File: config.mk
export PLATFORM = sky130hd
export DESIGN_NAME = uart_cmd_slave_flat
export DESIGN_NICKNAME = d
export VERILOG_FILES = /design/src/rtl/uart_cmd_slave_if.sv /design/src/rtl/uart_cmd_slave.sv /design/src/flat_wrapper.sv
export SDC_FILE = /design/constraint.sdc
export NUM_CORES = 1
export LEC_CHECK = 0
export ABC_AREA = 0
export CAP_MARGIN = 20
export CELL_PAD_IN_SITES_DETAIL_PLACEMENT = 0
export CELL_PAD_IN_SITES_GLOBAL_PLACEMENT = 2
export CORE_ASPECT_RATIO = 0.9
export CORE_MARGIN = 3
export CORE_UTILIZATION = 39
export DETAILED_ROUTE_END_ITERATION = 6
export PLACE_DENSITY_LB_ADDON = 0.1
export SETUP_SLACK_MARGIN = 0.15
export SYNTH_ARGS = -nofsm -noshare
export SYNTH_HDL_FRONTEND = slang
export SYNTH_SLANG_ARGS = --single-unit
File: constraint.sdc
create_clock -name clk -period 2.6 [get_ports clk]
set_input_delay 0.52 -clock clk [delete_from_list [all_inputs] [get_ports clk]]
set_output_delay 0.52 -clock clk [all_outputs]
set_load 0.01 [all_outputs]
File: src/rtl/uart_cmd_slave_if.sv
// Pin and register-bus bundle for the UART command responder.
// The slave modport is the responder's view; the master modport is the
// view of whatever sits around it (pins, register bank, or a bench).
interface uart_cmd_slave_if;
    logic       rx;
    logic       tx;
    logic [6:0] reg_addr;
    logic [7:0] reg_wdata;
    logic       reg_we;
    logic       reg_re;
    logic [7:0] reg_rdata;
    logic       busy;
    logic       err;

    modport slave (
        input  rx, reg_rdata,
        output tx, reg_addr, reg_wdata, reg_we, reg_re, busy, err
    );

    modport master (
        output rx, reg_rdata,
        input  tx, reg_addr, reg_wdata, reg_we, reg_re, busy, err
    );
endinterface

File: src/rtl/uart_cmd_slave.sv
// UART command responder: decodes write (addr|0x80, data) and read (addr)
// command frames from rx, strobes the local register bus, and returns
// read data as one 8O1 frame on tx after a fixed turnaround gap.
module uart_cmd_slave #(
    parameter int BR      = 434,   // clocks per bit
    parameter int TURN    = 100,   // idle clocks before a read response
    parameter int TIMEOUT = 8191   // max wait for the write data byte
) (
    input  logic              clk,
    input  logic              rst_n,
    uart_cmd_slave_if.slave   bus
);

    localparam logic [8:0]  BR_LAST   = 9'(BR - 1);
    localparam logic [8:0]  HALF_LAST = 9'(BR / 2 - 1);
    localparam logic [7:0]  GAP_LAST  = 8'(TURN - 1);
    localparam logic [12:0] TO_MAX    = 13'(TIMEOUT);

    typedef enum logic [2:0] {
        R_IDLE, R_START, R_DATA, R_PAR, R_STOP
    } rx_state_t;

    typedef enum logic [3:0] {
        WAIT_CMD, WAIT_WDATA, RD_REQ, RD_CAP,
        TX_GAP, TX_START, TX_DATA, TX_PAR, TX_STOP
    } cmd_state_t;

    rx_state_t  rx_state;
    cmd_state_t cmd_state;

    logic       rx_meta, rx_sync, rx_prev;
    logic [8:0] rx_cnt;
    logic [3:0] rx_idx;
    logic [7:0] rx_shreg;
    logic       rx_par;
    logic       rx_hold;
    logic       byte_done, rx_err;

    logic [8:0]  tx_cnt;
    logic [3:0]  tx_idx;
    logic [7:0]  tx_shreg;
    logic        tx_par;
    logic [7:0]  gap_cnt;
    logic [12:0] to_cnt;

    // Two-flop synchronizer for rx plus one delayed copy for edge detect.
    // NOTE: sequential state uses non-blocking (<=) so every flop samples
    // the pre-edge value of its neighbours, exactly like real hardware.
    always_ff @(posedge clk or negedge rst_n) begin
        if (!rst_n) begin
            rx_meta <= 1'b1;
            rx_sync <= 1'b1;
            rx_prev <= 1'b1;
        end else begin
            rx_meta <= bus.rx;
            rx_sync <= rx_meta;
            rx_prev <= rx_sync;
        end
    end

    // Receiver is deaf while a read is being served (half-duplex).
    assign rx_hold = !(cmd_state == WAIT_CMD || cmd_state == WAIT_WDATA);

    // Stop-bit sample decides accept (byte_done) or reject (rx_err).
    // NOTE: every signal written here gets a default first, so no path
    // leaves it unassigned and no latch is inferred.
    always_comb begin
        byte_done = 1'b0;
        rx_err    = 1'b0;
        if (rx_state == R_STOP && rx_cnt == BR_LAST) begin
            if (rx_sync && (rx_par == ~^rx_shreg)) byte_done = 1'b1;
            else                                   rx_err    = 1'b1;
        end
    end

    // Byte receiver: mid-bit sampling timed from the start-bit edge.
    always_ff @(posedge clk or negedge rst_n) begin
        if (!rst_n) begin
            rx_state <= R_IDLE;
            rx_cnt   <= '0;
            rx_idx   <= '0;
            rx_shreg <= '0;
            rx_par   <= 1'b0;
        end else if (rx_hold) begin
            rx_state <= R_IDLE;
            rx_cnt   <= '0;
        end else begin
            case (rx_state)
                R_IDLE: begin
                    rx_cnt <= '0;
                    if (rx_prev && !rx_sync) rx_state <= R_START;
                end
                R_START: begin
                    if (rx_cnt == HALF_LAST) begin
                        rx_cnt   <= '0;
                        rx_idx   <= '0;
                        rx_state <= rx_sync ? R_IDLE : R_DATA;
                    end else begin
                        rx_cnt <= rx_cnt + 9'd1;
                    end
                end
                R_DATA: begin
                    if (rx_cnt == BR_LAST) begin
                        rx_cnt   <= '0;
                        rx_shreg <= {rx_sync, rx_shreg[7:1]};
                        if (rx_idx == 4'd7) rx_state <= R_PAR;
                        else                rx_idx   <= rx_idx + 4'd1;
                    end else begin
                        rx_cnt <= rx_cnt + 9'd1;
                    end
                end
                R_PAR: begin
                    if (rx_cnt == BR_LAST) begin
                        rx_cnt   <= '0;
                        rx_par   <= rx_sync;
                        rx_state <= R_STOP;
                    end else begin
                        rx_cnt <= rx_cnt + 9'd1;
                    end
                end
                R_STOP: begin
                    if (rx_cnt == BR_LAST) begin
                        rx_cnt   <= '0;
                        rx_state <= R_IDLE;
                    end else begin
                        rx_cnt <= rx_cnt + 9'd1;
                    end
                end
                default: rx_state <= R_IDLE;
            endcase
        end
    end

    // Command FSM: decode, register strobes, timeout and read response.
    always_ff @(posedge clk or negedge rst_n) begin
        if (!rst_n) begin
            cmd_state     <= WAIT_CMD;
            bus.tx        <= 1'b1;
            bus.reg_addr  <= '0;
            bus.reg_wdata <= '0;
            bus.reg_we    <= 1'b0;
            bus.reg_re    <= 1'b0;
            bus.busy      <= 1'b0;
            bus.err       <= 1'b0;
            tx_cnt        <= '0;
            tx_idx        <= '0;
            tx_shreg      <= '0;
            tx_par        <= 1'b0;
            gap_cnt       <= '0;
            to_cnt        <= '0;
        end else begin
            bus.reg_we <= 1'b0;
            bus.reg_re <= 1'b0;
            bus.err    <= rx_err;
            case (cmd_state)
                WAIT_CMD: begin
                    if (byte_done) begin
                        bus.reg_addr <= rx_shreg[6:0];
                        bus.busy     <= 1'b1;
                        to_cnt       <= '0;
                        if (rx_shreg[7]) begin
                            cmd_state <= WAIT_WDATA;
                        end else begin
                            bus.reg_re <= 1'b1;
                            cmd_state  <= RD_REQ;
                        end
                    end
                end
                WAIT_WDATA: begin
                    if (byte_done) begin
                        bus.reg_wdata <= rx_shreg;
                        bus.reg_we    <= 1'b1;
                        bus.busy      <= 1'b0;
                        cmd_state     <= WAIT_CMD;
                    end else if (rx_err) begin
                        bus.busy  <= 1'b0;
                        cmd_state <= WAIT_CMD;
                    end else if (rx_state == R_IDLE) begin
                        // Only idle line time counts; a start edge freezes it.
                        if (to_cnt == TO_MAX) begin
                            bus.err   <= 1'b1;
                            bus.busy  <= 1'b0;
                            cmd_state <= WAIT_CMD;
                        end else begin
                            to_cnt <= to_cnt + 13'd1;
                        end
                    end
                end
                RD_REQ: cmd_state <= RD_CAP;
                RD_CAP: begin
                    tx_shreg  <= bus.reg_rdata;
                    tx_par    <= ~^bus.reg_rdata;
                    gap_cnt   <= '0;
                    cmd_state <= TX_GAP;
                end
                TX_GAP: begin
                    if (gap_cnt == GAP_LAST) begin
                        bus.tx    <= 1'b0;
                        tx_cnt    <= '0;
                        cmd_state <= TX_START;
                    end else begin
                        gap_cnt <= gap_cnt + 8'd1;
                    end
                end
                TX_START: begin
                    if (tx_cnt == BR_LAST) begin
                        bus.tx    <= tx_shreg[0];
                        tx_shreg  <= {1'b0, tx_shreg[7:1]};
                        tx_idx    <= '0;
                        tx_cnt    <= '0;
                        cmd_state <= TX_DATA;
                    end else begin
                        tx_cnt <= tx_cnt + 9'd1;
                    end
                end
                TX_DATA: begin
                    if (tx_cnt == BR_LAST) begin
                        tx_cnt <= '0;
                        if (tx_idx == 4'd7) begin
                            bus.tx    <= tx_par;
                            cmd_state <= TX_PAR;
                        end else begin
                            bus.tx   <= tx_shreg[0];
                            tx_shreg <= {1'b0, tx_shreg[7:1]};
                            tx_idx   <= tx_idx + 4'd1;
                        end
                    end else begin
                        tx_cnt <= tx_cnt + 9'd1;
                    end
                end
                TX_PAR: begin
                    if (tx_cnt == BR_LAST) begin
                        bus.tx    <= 1'b1;
                        tx_cnt    <= '0;
                        cmd_state <= TX_STOP;
                    end else begin
                        tx_cnt <= tx_cnt + 9'd1;
                    end
                end
                TX_STOP: begin
                    if (tx_cnt == BR_LAST) begin
                        tx_cnt    <= '0;
                        bus.busy  <= 1'b0;
                        cmd_state <= WAIT_CMD;
                    end else begin
                        tx_cnt <= tx_cnt + 9'd1;
                    end
                end
                default: begin
                    bus.tx    <= 1'b1;
                    bus.busy  <= 1'b0;
                    cmd_state <= WAIT_CMD;
                end
            endcase
        end
    end

endmodule

File: src/flat_wrapper.sv
// flat-port wrapper written by rule: the top's interface ports become plain ports
module uart_cmd_slave_flat 
#(
    parameter int BR      = 434,                    
    parameter int TURN    = 100,                                        
    parameter int TIMEOUT = 8191                                      
)
  (clk, rst_n, bus_rx, bus_reg_rdata, bus_tx, bus_reg_addr, bus_reg_wdata, bus_reg_we, bus_reg_re, bus_busy, bus_err);
  uart_cmd_slave_if bus_i ();
  input  logic clk;
  input  logic rst_n;
  input wire logic [$bits(bus_i.rx)-1:0] bus_rx;
  input wire logic [$bits(bus_i.reg_rdata)-1:0] bus_reg_rdata;
  output wire logic [$bits(bus_i.tx)-1:0] bus_tx;
  output wire logic [$bits(bus_i.reg_addr)-1:0] bus_reg_addr;
  output wire logic [$bits(bus_i.reg_wdata)-1:0] bus_reg_wdata;
  output wire logic [$bits(bus_i.reg_we)-1:0] bus_reg_we;
  output wire logic [$bits(bus_i.reg_re)-1:0] bus_reg_re;
  output wire logic [$bits(bus_i.busy)-1:0] bus_busy;
  output wire logic [$bits(bus_i.err)-1:0] bus_err;
  assign bus_i.rx = bus_rx;
  assign bus_i.reg_rdata = bus_reg_rdata;
  assign bus_tx = bus_i.tx;
  assign bus_reg_addr = bus_i.reg_addr;
  assign bus_reg_wdata = bus_i.reg_wdata;
  assign bus_reg_we = bus_i.reg_we;
  assign bus_reg_re = bus_i.reg_re;
  assign bus_busy = bus_i.busy;
  assign bus_err = bus_i.err;
  uart_cmd_slave #(.BR(BR), .TURN(TURN), .TIMEOUT(TIMEOUT)) u_core (.clk(clk), .rst_n(rst_n), .bus(bus_i));
endmodule
### Word level (Yosys, flattened, before mapping)

Cells that the tools add are included.
W data, S select, Z words.

| storage, ports and cells | value |
|---|---|
| bits in registers | 95 |
| output and inout port bits | 20 |

| operators by class | value |
|---|---|
| add/subtract/negate cells | 6 |
| equality and inequality tests | 45 |
| muxes and demuxes | 75 |
| bitwise operators | 2 |
| reduce and logical (&&, ||, !) cells | 33 |

Operators with widths:

| kind | count |
|---|---|
| $mux W13 | 5 |
| $mux W4 | 16 |
| $mux W9 | 5 |
| $pmux W4 S9 | 1 |
| $mux W8 | 4 |
| $pmux W9 S3 | 1 |
| $pmux W13 S2 | 1 |
| $mux W1 | 25 |
| $eq A4 B3 Y1 const B | 6 |
| $pmux W8 S3 | 1 |
| $mux W3 | 7 |
| $add A9 B1 Y9 const B | 2 |
| $eq A9 B9 Y1 const B | 2 |
| $ne A2 B1 Y1 const B | 9 |
| $ne A3 B3 Y1 const B | 6 |
| $pmux W9 S2 | 1 |
| $pmux W4 S2 | 2 |
| $pmux W8 S2 | 1 |
| $reduce_xnor A8 Y1 | 2 |
| $pmux W3 S5 | 1 |
| $reduce_and A5 Y1 | 3 |
| $ne A2 B2 Y1 const B | 7 |
| $add A13 B1 Y13 const B | 1 |
| $eq A13 B13 Y1 const B | 1 |
| other kinds (33) | 51 |

### Depth between registers and ports, before layout

Gate-level depths: netlist (run 1).

| logic depth | value |
|---|---|
| word-level depth | 8 |
| mapped depth | 10 |
| mapped depth without buffers | 9 |

### Worst setup path after synthesis (run 1)

Ideal clock, no wire load.

| path | value |
|---|---|
| path kind | flip-flop to flip-flop |
| from | register u_core.tx_cnt[1] |
| to | register u_core.tx_shreg[0] |
| library setup time | 0.125 ns |
| arrival | 1.944 ns |
| setup slack | 0.531 ns |
| cell stages (with the launch flop) | 9 |
| path buffers | 0 |
| clock period less this slack | 2.069 ns |
| cells stage by stage | dfrtp_1 -> inv_1 -> ha_1 -> nand4_1 -> nor4_4 -> and3_1 -> o21ai_0 -> a21oi_4 -> mux2_2 |

| on the way | value |
|---|---|
| longest elaborated chain between the ends | 3 |
| elaborated cells between the ends (all ways) | 4 |
| those cells by class | eq/ne (3); reduce/logical (1) |

RTL lines:

| what | RTL line | source |
|---|---|---|
| start: declaration | uart_cmd_slave.sv:39 | `logic [8:0] tx_cnt;` |
| start signal: assignment | uart_cmd_slave.sv:213 | `tx_cnt <= tx_cnt + 9'd1;` |
| start signal: assignment | uart_cmd_slave.sv:228 | `tx_cnt <= tx_cnt + 9'd1;` |
| start signal: assignment | uart_cmd_slave.sv:237 | `tx_cnt <= tx_cnt + 9'd1;` |
| $eq A9 B9 Y1 (*) | uart_cmd_slave.sv:206, uart_cmd_slave.sv:217 |  |
| $ne A2 B1 Y1 (no line) | n/a |  |
| $reduce_and A4 Y1 (no line) (*) | n/a |  |
| end signal: assignment | uart_cmd_slave.sv:191 | `tx_shreg <= bus.reg_rdata;` |
| end signal: assignment | uart_cmd_slave.sv:208 | `tx_shreg <= {1'b0, tx_shreg[7:1]};` |
| end signal: assignment | uart_cmd_slave.sv:224 | `tx_shreg <= {1'b0, tx_shreg[7:1]};` |
| end: declaration | uart_cmd_slave.sv:41 | `logic [7:0] tx_shreg;` |

Mark *: on every way between the ends. The rest lies on a longest branch, timed or not.
A chain may end at the register's enable or synchronous reset.

### Worst setup path after layout (run 1)

| path | value |
|---|---|
| from | register u_core.tx_cnt[1] |
| to | register u_core.tx_shreg[5] |

The elaborated chain is that of the path after synthesis.

==> results of run 1 <==
==> worst reg2reg max path, stage by stage, from the launching register on <==
cell,delay [ps]
sky130_fd_sc_hd__dfrtp_1,420
sky130_fd_sc_hd__inv_1,90
sky130_fd_sc_hd__ha_1,140
sky130_fd_sc_hd__nand4_1,120
sky130_fd_sc_hd__nor4_4,320
sky130_fd_sc_hd__and3_1,210
sky130_fd_sc_hd__o21ai_0,120
sky130_fd_sc_hd__a21oi_4,320
sky130_fd_sc_hd__mux2_2,370
==> cell usage in the layout, fill, tap and decap left out, types with 3 or more instances in the layout <==
cell and count:
sky130_fd_sc_hd__clkbuf_16 9, sky130_fd_sc_hd__dfrtp_1 91, sky130_fd_sc_hd__a31oi_1 7, sky130_fd_sc_hd__nor3_1 9, sky130_fd_sc_hd__o21ai_1 15, sky130_fd_sc_hd__mux2_2 34, sky130_fd_sc_hd__nand2b_1 11, sky130_fd_sc_hd__xnor2_1 16
sky130_fd_sc_hd__and3_1 10, sky130_fd_sc_hd__ha_1 9, sky130_fd_sc_hd__nor2b_1 9, sky130_fd_sc_hd__inv_1 8, sky130_fd_sc_hd__dfstp_2 4, sky130_fd_sc_hd__clkdlybuf4s50_1 29, sky130_fd_sc_hd__clkinv_2 3, sky130_fd_sc_hd__o22ai_1 4
sky130_fd_sc_hd__mux2i_1 3, sky130_fd_sc_hd__nand3_1 22, sky130_fd_sc_hd__o21ai_0 29, sky130_fd_sc_hd__buf_4 16, sky130_fd_sc_hd__nor2_1 46, sky130_fd_sc_hd__a21oi_1 13, sky130_fd_sc_hd__o31ai_1 5, sky130_fd_sc_hd__and2_1 3
sky130_fd_sc_hd__nand4_1 11, sky130_fd_sc_hd__xor2_1 11, sky130_fd_sc_hd__nor3_2 3, sky130_fd_sc_hd__nand2_1 57, sky130_fd_sc_hd__nor3b_1 3
==> final timing paths <==
kind	from	to	depth (start not counted)
max in group asynchronous	rst_n	u_core.rx_prev	2
max	u_core.tx_cnt[1]	u_core.tx_shreg[5]	8
max reg2reg	u_core.tx_cnt[1]	u_core.tx_shreg[5]	8
min reg2reg	u_core.rx_meta	u_core.rx_sync	0
min in group clk	u_core.rx_meta	u_core.rx_sync	0
min	rst_n	u_core.bus.reg_wdata[0]	1
==> cell type report <==
class	instances	area (um^2)	area share
clock buffer	12	246	0.0426
clock inverter	4	45.0	0.00779
inverter	8	30.0	0.00520
multi-input combinational	371	2440	0.423
sequential	95	2380	0.412
tap	160	200	0.0346
timing repair buffer	46	430	0.0745
==> logic make-up (layout without fill, tap and decap cells) <==
logic type,count (synthesis),count (layout),synth area share
fa+ha+maj,9,9,0.0228
buf+inv,19,70,0.0218
flops,95,95,0.483
xor+xnor,30,30,0.0591
mux,37,37,0.0837
simple gates,206,206,0.218
compound gates,89,89,0.111
==> through the flow <==
stage / setup slack [ps] / cell area, um^2
after floorplan: 531 / 4930
after global placement: 369 / 5490
after detailed placement: 351 / 5490
after CTS: 330 / 5780
after global routing: 167 / 5780
final: 377 / 5780
==> timing repair <==
action | 4_1_cts | 5_1_grt
hold endpoints to repair | 0 | 0
endpoints found under the setup margin | 0 | 7
gates resized for setup | 0 | 1
==> sequential cells by signal, summed over array words and instances, names as in the netlist, 7 cells and up <==
| signal | count |
|---|---|
| u_core.tx_shreg | 8 |
| u_core.tx_cnt | 9 |
| u_core.to_cnt | 13 |
| u_core.bus.reg_wdata | 8 |
| u_core.rx_cnt | 9 |
| u_core.bus.reg_addr | 7 |
| u_core.gap_cnt | 8 |
| u_core.rx_shreg | 8 |
==> per-layer routing <==
metal	up-vias	GRT usage	part of all wire
met5	-	0	0
met4	0	0.0489	0.012
met2	42	0.256	0.48
met1	1757	0.221	0.48
met3	9	0.0381	0.027
li1	1812	-	-
==> power by group through the flow <==
stage	Combinational [mW]	Sequential (mW)	Clock, mW
global route	0.414	1.58	1.42
detailed placement	0.371	1.59	0
CTS	0.372	1.57	1.37
global placement	0.363	1.59	0
finish	0.364	1.57	1.31
floorplan	0.276	1.57	0
==> Implementation_results.wiki, run 1 <==
{| class="wikitable"
! Metric !! Value
|-
| DR DRC count || 0
|-
| Via count || 3620
|-
| Area fraction of the dominant cell type after synthesis || 0.462
|-
| H-tree depth || 3
|-
| Number of design-rule violations left by the first detailed-router iteration || roughly 160
|-
| Ports || 31
|-
| Tightest Hold Check Type || in -> async
|-
| Sequential share of the synthesized area || 0.483
|-
| Final slew viol count || 0
|-
| Reg2reg setup slack || 380 ps
|-
| Post-Synthesis Mean Instance Area || about 10 um^2
|-
| Post-Route Utilization || 0.473
|-
| Fraction of final layout cells with drive strength greater than 1 || 0.170
|-
| Fraction of power spent switching nets || 0.248
|-
| CTS Hold Buffers Added || 0
|-
| Post-synth top flop || sky130_fd_sc_hd__dfrtp_1
|-
| Number of nets in the layout || 551
|-
| Count of TritonRoute iterations in the first routing pass || 4
|-
| Achievable clock frequency || 450 MHz
|-
| Min Tclk post-route || 2220 ps
|-
| CP cell instances || inv_1, ha_1, nand4_1, nor4_4, and3_1, o21ai_0, a21oi_4, mux2_2
|-
| Initial antenna violation count || 0
|-
| Buf/Inv on CP || 1
|-
| Cell with the most instances after synthesis || sky130_fd_sc_hd__dfrtp_1
|-
| RSZ-0062 raised after global routing || no
|-
| Critical Setup Path Class || reg -> reg
|-
| Leakage || between 2 and 3 nW
|-
| Placed Cells incl. Taps || just under 700
|-
| Cell Pwr Density || roughly 560 mW/mm^2
|-
| Yosys top cell by area || sky130_fd_sc_hd__dfrtp_1
|-
| Wire length of the first global-routing pass || 18500 um
|-
| Asr flop ratio synth || 1.00
|-
| Switching power total || roughly 0.81 mW
|-
| Post-route clock skew || 6.08 ps
|-
| Top cells by area, synth || sky130_fd_sc_hd__dfrtp_1 (46%), sky130_fd_sc_hd__mux2_2 (7.8%), sky130_fd_sc_hd__nand2_1 (4.3%), sky130_fd_sc_hd__nor2_1 (3.6%), sky130_fd_sc_hd__o21ai_0 (2.9%)
|-
| Proportion of power drawn by the clock network || 0.404
|-
| Maximum root-to-sink buffer count || 2
|-
| Detailed-placement wirelength estimate || approximately 7400 um
|-
| Tot GR Track Use || 0.161
|-
| Yosys Warn Count || 0
|-
| Cell with the biggest individual delay on the critical path || sky130_fd_sc_hd__dfrtp_1
|-
| Buffers added on ports || 30
|-
| Antenna violation net count after detailed routing || 0
|-
| Portion of total power attributed to sequential cells || 0.484
|-
| Number of buffers inserted during clock tree synthesis || 9
|-
| Peak supply drop || 339 uV
|-
| Startpoint type of the worst setup path || register
|-
| Pin count of the biggest net entering global routing || between 40 and 50
|-
| Per-cell routed wire length || between 15 and 20 um
|-
| Overall Power || about 3.2 mW
|-
| Number of endpoints failing setup at the final stage || 0
|-
| Crit path max-delay family || simple AND/OR/NAND/NOR gates
|-
| Layout overhead on the synthesized area || 17.2%
|-
| Critical Path End Type || register
|-
| Buffer count from post-CTS setup fixing || 0
|-
| Flip-flop and latch count after synthesis || 95
|-
| Internal power component || 2.44 mW
|-
| Number of standard cells after synthesis || 485
|-
| Number of core rows || 38
|-
| Result of the run || completed
|-
| Setup TNS || 0 ps
|-
| Number of standard cells in the final layout excluding fillers || just under 700
|-
| Count of cell types in the netlist || 63
|-
| Synth Net Count || ~500
|-
| Die Ht || ~110 um
|-
| Period utilization || 0.855
|-
| Clk Latency, worst-skew pair || ~340 ps
|-
| CTS tree || yes
|-
| Number of violations of the max-capacitance limit || 0
|-
| Area of the core region || approximately 0.012 mm^2
|-
| Number of vias per cell || 5.20
|-
| Hold Worst Slack || about 150 ps
|-
| Number of enable-type register cells in the synthesized netlist || 0
|-
| Overflow left after global routing || 0
|-
| Weighted congestion reported at the end of routability-driven placement || 0.752
|-
| Crit path largest cell delay || approximately 420 ps
|-
| Starting density of the core || 0.404
|-
| Final hold violations || 0
|-
| Fillers || around 1200
|-
| Critical-path maximum fanout || 8
|-
| Clock root cell || sky130_fd_sc_hd__clkbuf_16
|-
| Number of global-route vias before repair || ~3600
|-
| Worst EP required || roughly 2800 ps
|-
| Overall die area || around 0.014 mm^2
|-
| Max_slew headroom || 0.583
|-
| Clock edge transition at the registers on the reported setup and hold paths || approximately 60 ps
|-
| Portion of total power attributed to combinational logic || 0.112
|-
| Mapped Area || around 0.0049 mm^2
|-
| Top cell types by occurrence after synthesis || sky130_fd_sc_hd__dfrtp_1 (91), sky130_fd_sc_hd__nand2_1 (57), sky130_fd_sc_hd__nor2_1 (47), sky130_fd_sc_hd__mux2_2 (34), sky130_fd_sc_hd__o21ai_0 (29)
|-
| Wire length after detailed routing || between 10000 and 15000 um
|-
| Measured slew at the worst slew-check pin || about 620 ps
|-
| Floorplan die width || roughly 120 um
|-
| Number of clock sinks seen by CTS || 95
|-
| N_diodes || 0
|-
| Signal arrival time at the worst endpoint || ~2500 ps
|}
No activity file was read; power rests on OpenSTA's default activity.
==> run 2: changes to the inputs <==
--- a/config.mk
+++ b/config.mk
@@ -10,7 +10,6 @@
 export CELL_PAD_IN_SITES_DETAIL_PLACEMENT = 0
 export CELL_PAD_IN_SITES_GLOBAL_PLACEMENT = 2
 export CORE_ASPECT_RATIO = 0.9
-export CORE_MARGIN = 3
 export CORE_UTILIZATION = 39
 export DETAILED_ROUTE_END_ITERATION = 6
 export PLACE_DENSITY_LB_ADDON = 0.1
==> Implementation_results.wiki, run 2 (same netlist as run 1, synthesis figures left out) <==
{| class="wikitable"
! Metric !! Value
|-
| Result of the run || completed
|-
| Buffer count from post-CTS setup fixing || 0
|-
| Wire length after detailed routing || 10500 um
|-
| H-tree depth || 3
|-
| Final slew viol count || 0
|-
| Clk Latency, worst-skew pair || 350 ps
|-
| Commonest non-fill, non-tap cell in the layout || sky130_fd_sc_hd__dfrtp_1
|-
| Final non-filler cell area || slightly below 0.006 mm^2
|-
| Clock root cell || sky130_fd_sc_hd__clkbuf_16
|-
| Weighted congestion reported at the end of routability-driven placement || 0.766
|-
| Critical Path End Type || register
|-
| CTS tree || yes
|-
| Maximum root-to-sink buffer count || 2
|-
| Ports || 31
|-
| Commonest cells after routing, fill and taps aside || sky130_fd_sc_hd__dfrtp_1 (91), sky130_fd_sc_hd__nand2_1 (57), sky130_fd_sc_hd__nor2_1 (47), sky130_fd_sc_hd__mux2_2 (34)
|-
| Setup slack after placement || 297 ps
|-
| Peak supply drop || approximately 430 uV
|-
| Number of design-rule violations left by the first detailed-router iteration || 148
|-
| Layout overhead on the synthesized area || 17.4%
|-
| Buffers added on ports || 30
|-
| Number of nets in the layout || between 500 and 600
|-
| Fraction of final layout cells with drive strength greater than 1 || 0.171
|-
| Number of vias per cell || approximately 5.2
|-
| Min Tclk post-route || about 2300 ps
|-
| Via count || 3613
|-
| Overflow left after global routing || 0
|-
| Count of TritonRoute iterations in the first routing pass || 4
|-
| Period utilization || 0.878
|-
| Measured slew at the worst slew-check pin || roughly 610 ps
|-
| Setup TNS || 0 ps
|-
| Largest registers || u_core.to_cnt x13, u_core.rx_cnt x9, u_core.tx_cnt x9
|-
| RSZ-0062 raised after global routing || no
|-
| Overall die area || roughly 0.013 mm^2
|-
| Fraction of power spent switching nets || 0.248
|-
| Post-Route Utilization || 0.476
|-
| Post-route clock skew || 5.95 ps
|-
| Initial antenna violation count || 0
|-
| Portion of total power attributed to sequential cells || 0.483
|-
| Clock edge transition at the registers on the reported setup and hold paths || approximately 60 ps
|-
| Worst EP required || roughly 2800 ps
|-
| Number of clock sinks seen by CTS || 95
|-
| N_diodes || 0
|-
| Switching power total || 0.807 mW
|-
| Detailed-placement wirelength estimate || 7280 um
|-
| Max_slew headroom || 0.592
|-
| Internal power component || roughly 2.4 mW
|-
| Floorplan die width || around 120 um
|-
| Proportion of power drawn by the clock network || 0.405
|-
| Leakage || 2.59 nW
|-
| DR DRC count || 0
|-
| Tot GR Track Use || 0.178
|-
| Post-placement cell area || between 0.005 and 0.006 mm^2
|-
| Number of buffers inserted during clock tree synthesis || 9
|-
| Portion of total power attributed to combinational logic || 0.112
|-
| Pin count of the biggest net entering global routing || between 40 and 50
|-
| Largest register FFs || 13
|-
| Critical Setup Path Class || reg -> reg
|-
| Cell Pwr Density || about 560 mW/mm^2
|-
| Number of violations of the max-capacitance limit || 0
|-
| Signal arrival time at the worst endpoint || between 2000 and 3000 ps
|-
| Tightest Hold Check Type || in -> async
|-
| Per-cell routed wire length || roughly 15 um
|-
| Antenna violation net count after detailed routing || 0
|-
| Top reg by flops || u_core.to_cnt
|-
| Achievable clock frequency || 438 MHz
|-
| Number of global-route vias before repair || around 3700
|-
| Final hold violations || 0
|-
| Die Ht || about 110 um
|-
| Number of endpoints failing setup at the final stage || 0
|-
| Number of core rows || 38
|-
| Starting density of the core || 0.405
|-
| Smallest setup slack after layout || 317 ps
|-
| Overall Power || 3.25 mW
|-
| Area of the core region || ~0.012 mm^2
|-
| Startpoint type of the worst setup path || register
|-
| Wire length of the first global-routing pass || 18100 um
|-
| Critical-path maximum fanout || 8
|}
[run 2: cell types whose count changed in the layout (fill, tap and decap cells not counted)]
| cell | delta |
|---|---|
| sky130_fd_sc_hd__buf_4 | +1 |
| sky130_fd_sc_hd__clkinvlp_4 | +1 |
| sky130_fd_sc_hd__nand2b_1 | -2 |
| sky130_fd_sc_hd__clkinv_2 | -2 |
| sky130_fd_sc_hd__nand2b_2 | +2 |
| sky130_fd_sc_hd__nor2_2 | -1 |
| sky130_fd_sc_hd__nor2_1 | +1 |
| sky130_fd_sc_hd__clkbuf_1 | +1 |
[run 2: power by group through the flow]
| stage | Combinational, mW | Clock, mW | Sequential, mW |
|---|---|---|---|
| detailed placement | 0.367 | 0 | 1.60 |
| global placement | 0.362 | 0 | 1.59 |
| CTS | 0.369 | 1.37 | 1.57 |
| global route | 0.422 | 1.43 | 1.58 |
| finish | 0.364 | 1.32 | 1.57 |
| floorplan | 0.276 | 0 | 1.57 |
[run 2: worst paths after layout]
| kind | from | to | slack [ps] | cells past startpoint |
|---|---|---|---|---|
| min | rst_n | u_core.tx_shreg[4] | 150 | 1 |
| max | u_core.tx_cnt[1] | u_core.tx_shreg[5] | 320 | 8 |
| min in group clk | u_core.rx_meta | u_core.rx_sync | 360 | 0 |
| max in group asynchronous | rst_n | u_core.bus.tx | 1770 | 2 |
| min reg2reg | u_core.rx_meta | u_core.rx_sync | 360 | 0 |
| max reg2reg | u_core.tx_cnt[1] | u_core.tx_shreg[5] | 320 | 8 |
[run 2: layout make-up]
type / instances / area (um^2)
clock buffers: 13 / 250
inverters: 8 / 30.0
repair buffers: 47 / 438
multi-input cells: 371 / 2450
flip-flops and latches: 95 / 2380
fillers: 1173 / 6380
clock inverters: 3 / 42.5
well taps: 160 / 200
[run 2: worst max-delay path: stages (launching register included)]
cell,delay [ps]
sky130_fd_sc_hd__dfrtp_1,420
sky130_fd_sc_hd__inv_1,90
sky130_fd_sc_hd__ha_1,140
sky130_fd_sc_hd__nand4_1,120
sky130_fd_sc_hd__nor4_4,360
sky130_fd_sc_hd__and3_1,230
sky130_fd_sc_hd__o21ai_0,120
sky130_fd_sc_hd__a21oi_4,310
sky130_fd_sc_hd__mux2_2,370
[run 2: stage by stage]
stage | hold slack [ps] | std cells
final | 155 | 697
after global routing | 189 | 697
after CTS | 174 | 697
after detailed placement | 349 | 681
after global placement | 346 | 681
after floorplan | 224 | 485
[run 2: repair_timing]
item                       in CTS  in global routing
resized for setup               0                  2
hold buffers                    0                  0
setup endpoints to repair       0                  6
[run 2: metal layers]
metal  GRT usage  share of wire
met4      0.0503          0.011
met3      0.0523          0.034
met5           0              0
met2       0.295           0.47
met1       0.228           0.49
==> run 3: changes to the inputs <==
--- a/config.mk
+++ b/config.mk
@@ -5,13 +5,14 @@
 export SDC_FILE = /design/constraint.sdc
 export NUM_CORES = 1
 export LEC_CHECK = 0
-export ABC_AREA = 0
+export ABC_AREA = 1
 export CAP_MARGIN = 20
 export CELL_PAD_IN_SITES_DETAIL_PLACEMENT = 0
 export CELL_PAD_IN_SITES_GLOBAL_PLACEMENT = 2
 export CORE_ASPECT_RATIO = 0.9
-export CORE_UTILIZATION = 39
+export CORE_UTILIZATION = 36
 export DETAILED_ROUTE_END_ITERATION = 6
+export GPL_TIMING_DRIVEN = 0
 export PLACE_DENSITY_LB_ADDON = 0.1
 export SETUP_SLACK_MARGIN = 0.15
 export SYNTH_ARGS = -nofsm -noshare
==> Implementation_results.wiki, run 3 <==
{| class="wikitable"
! Metric !! Value
|-
| Result of the run || completed
|-
| Critical register-to-register path endpoint || u_core.bus.reg_wdata[0]
|-
| CTS tree || yes
|-
| Largest register FFs || 13
|-
| Clock root cell || sky130_fd_sc_hd__clkbuf_16
|-
| Top cell types by occurrence after synthesis || sky130_fd_sc_hd__nand2_1 (183), sky130_fd_sc_hd__dfrtp_1 (91), sky130_fd_sc_hd__inv_1 (75), sky130_fd_sc_hd__o21ai_0 (57), sky130_fd_sc_hd__nor2_1 (51)
|-
| Area of the core region || around 0.014 mm^2
|-
| Critical-path maximum fanout || 10
|-
| Via count || around 4100
|-
| Per-cell routed wire length || 12.9 um
|-
| Sequential share of the synthesized area || 0.471
|-
| Final hold violations || 0
|-
| Overall Power || roughly 3.4 mW
|-
| N_diodes || 0
|-
| Number of standard cells after synthesis || between 600 and 700
|-
| Largest registers || u_core.to_cnt x13, u_core.rx_cnt x9, u_core.tx_cnt x9
|-
| Yosys top cell by area || sky130_fd_sc_hd__dfrtp_1
|-
| Antenna violation net count after detailed routing || 0
|-
| Number of endpoints failing setup at the final stage || 0
|-
| Peak supply drop || about 300 uV
|-
| Post-Synthesis Mean Instance Area || around 7.8 um^2
|-
| Weighted congestion reported at the end of routability-driven placement || between 0.7 and 0.8
|-
| Critical Setup Path Class || reg -> reg
|-
| Tot GR Track Use || 0.169
|-
| Detailed-placement wirelength estimate || between 8000 and 9000 um
|-
| Period utilization || 0.830
|-
| Wire length after detailed routing || 11100 um
|-
| Number of global-route vias before repair || between 4000 and 5000
|-
| Floorplan die width || around 130 um
|-
| Commonest cells after routing, fill and taps aside || sky130_fd_sc_hd__nand2_1 (183), sky130_fd_sc_hd__dfrtp_1 (91), sky130_fd_sc_hd__inv_1 (75), sky130_fd_sc_hd__o21ai_0 (57), sky130_fd_sc_hd__nor2_1 (50)
|-
| Tightest Hold Check Type || in -> async
|-
| Buffer count from post-CTS setup fixing || 0
|-
| RSZ-0062 raised after global routing || no
|-
| Leakage || ~2.8 nW
|-
| Number of vias per cell || just under 5
|-
| Final non-filler cell area || 0.00592 mm^2
|-
| Synth Net Count || about 670
|-
| Hold Worst Slack || roughly 130 ps
|-
| Buffers added on ports || 30
|-
| Post-placement cell area || 0.00560 mm^2
|-
| Number of clock sinks seen by CTS || between 90 and 100
|-
| Post-synth top flop || sky130_fd_sc_hd__dfrtp_1
|-
| Commonest non-fill, non-tap cell in the layout || sky130_fd_sc_hd__nand2_1
|-
| Maximum root-to-sink buffer count || 2
|-
| Asr flop ratio synth || 1.00
|-
| Ports || 31
|-
| Startpoint type of the worst setup path || register
|-
| Cell with the most instances after synthesis || sky130_fd_sc_hd__nand2_1
|-
| Starting density of the core || 0.374
|-
| Depth of the most critical reg-to-reg path || 11
|-
| Count of TritonRoute iterations in the first routing pass || 4
|-
| Wire length of the first global-routing pass || 19300 um
|-
| Top reg by flops || u_core.to_cnt
|-
| Layout overhead on the synthesized area || 17.0%
|-
| Mapped Area || 0.00506 mm^2
|-
| Post-route clock skew || 8.34 ps
|-
| Fraction of final layout cells with drive strength greater than 1 || 0.0809
|-
| Sequential cell area || approximately 0.0024 mm^2
|-
| Die Ht || 114 um
|-
| Critical R2R Launch || u_core.rx_cnt[1]
|-
| Count of cell types in the netlist || 40
|-
| Clk Latency, worst-skew pair || between 300 and 400 ps
|-
| Max_slew headroom || 0.646
|-
| Flip-flop and latch count after synthesis || between 90 and 100
|-
| Clock edge transition at the registers on the reported setup and hold paths || roughly 70 ps
|-
| Overflow left after global routing || 0
|-
| Multi-input logic area || 0.00229 mm^2
|-
| H-tree depth || 3
|-
| Number of enable-type register cells in the synthesized netlist || 0
|-
| Cell Pwr Density || 576 mW/mm^2
|-
| Critical Path End Type || register
|-
| Min Tclk post-route || around 2200 ps
|-
| Initial antenna violation count || 0
|-
| Achievable clock frequency || around 460 MHz
|-
| Pin count of the biggest net entering global routing || between 50 and 60
|-
| Number of violations of the max-capacitance limit || 0
|-
| Reg2reg setup slack || around 440 ps
|-
| DR DRC count || 0
|-
| Number of design-rule violations left by the first detailed-router iteration || roughly 200
|-
| Top cells by area, synth || sky130_fd_sc_hd__dfrtp_1 (45%), sky130_fd_sc_hd__nand2_1 (14%), sky130_fd_sc_hd__o21ai_0 (5.6%), sky130_fd_sc_hd__inv_1 (5.6%), sky130_fd_sc_hd__nor2_1 (3.8%)
|-
| Overall die area || around 0.015 mm^2
|-
| Area fraction of the dominant cell type after synthesis || 0.450
|-
| Yosys Warn Count || 0
|-
| Fillers || between 1000 and 1500
|-
| Final slew viol count || 0
|-
| Number of buffers inserted during clock tree synthesis || 9
|-
| Worst EP required || 2860 ps
|-
| Number of nets in the layout || about 710
|-
| Signal arrival time at the worst endpoint || 2420 ps
|-
| Measured slew at the worst slew-check pin || around 530 ps
|-
| Launching instance or port of the critical path || u_core.rx_cnt[1]
|-
| Number of core rows || 40
|}
[run 3: how the worst max path moves through the flow]
| stage | to | slack (ps) | cells past startpoint |
|---|---|---|---|
| after global placement | u_core.tx_cnt[6] | -2720 | 1 |
| after detailed placement | u_core.bus.reg_wdata[0] | 340 | 11 |
| after floorplan | u_core.bus.reg_wdata[7] | 840 | 12 |
| after CTS | u_core.bus.reg_wdata[0] | 320 | 11 |
| after global routing | u_core.bus.reg_wdata[0] | 170 | 11 |
| final | u_core.bus.reg_wdata[0] | 440 | 11 |
[run 3: layer usage]
metal,track usage,share of wire
met5,0,0
met4,0.0444,0.0094
met3,0.0458,0.031
met2,0.264,0.44
met1,0.231,0.52
[run 3: kinds of logic (layout without fill, tap and decap cells)]
| logic type | count (synthesis) | in the layout | synth area share |
|---|---|---|---|
| xor gates and xnor gates | 27 | 27 | 0.0467 |
| and+or+nand+nor | 310 | 310 | 0.266 |
| adders and majority gates | 9 | 9 | 0.0223 |
| DFF | 95 | 95 | 0.471 |
| buffers and inverters | 96 | 143 | 0.0776 |
| AOI/OAI and AO/OA | 108 | 108 | 0.117 |
[run 3: per-stage QoR]
step | setup slack, ps | util | TNS, ps | std cells
6_report | 442 | 0.438 | 0 | 860
5_1_grt | 173 | 0.438 | 0 | 860
4_1_cts | 316 | 0.438 | 0 | 860
3_5_place_dp | 336 | 0.414 | 0 | 844
3_3_place_gp | -2720 | 0.412 | -253300 | 843
2_1_floorplan | 839 | - | 0 | 645
[run 3: cell type report]
cell class / count / area share
tap: 168 / 0.0355
clock inverter: 7 / 0.0165
multi-input combinational: 454 / 0.386
sequential: 95 / 0.402
buffer: 12 / 0.0131
clock buffer: 9 / 0.0380
inverter: 84 / 0.0533
timing repair buffer: 31 / 0.0549
[run 3: report_power, final]
| group | switching [mW] | internal, mW | leakage (nW) |
|---|---|---|---|
| clock network | 0.590 | 0.844 | 0.152 |
| registers | 0.0248 | 1.52 | 1.26 |
| logic | 0.292 | 0.143 | 1.35 |
| total | 0.907 | 2.50 | 2.76 |
[run 3: repair_timing]
action,CTS,global route
hold buffers,0,0
endpoints found under the setup margin,0,3
hold endpoints to repair,0,0
resized for setup,0,1
[run 3: worst max-delay path: stages (launching register included)]
cell and delay [ps]:
sky130_fd_sc_hd__dfrtp_1 380, sky130_fd_sc_hd__inv_1 110, sky130_fd_sc_hd__ha_1 160, sky130_fd_sc_hd__nand2_1 50, sky130_fd_sc_hd__nor3_1 140, sky130_fd_sc_hd__nand2_1 150
sky130_fd_sc_hd__nor2_2 170, sky130_fd_sc_hd__nand4_1 180, sky130_fd_sc_hd__inv_1 110, sky130_fd_sc_hd__nand2_1 190, sky130_fd_sc_hd__buf_2 260, sky130_fd_sc_hd__o21ai_0 170
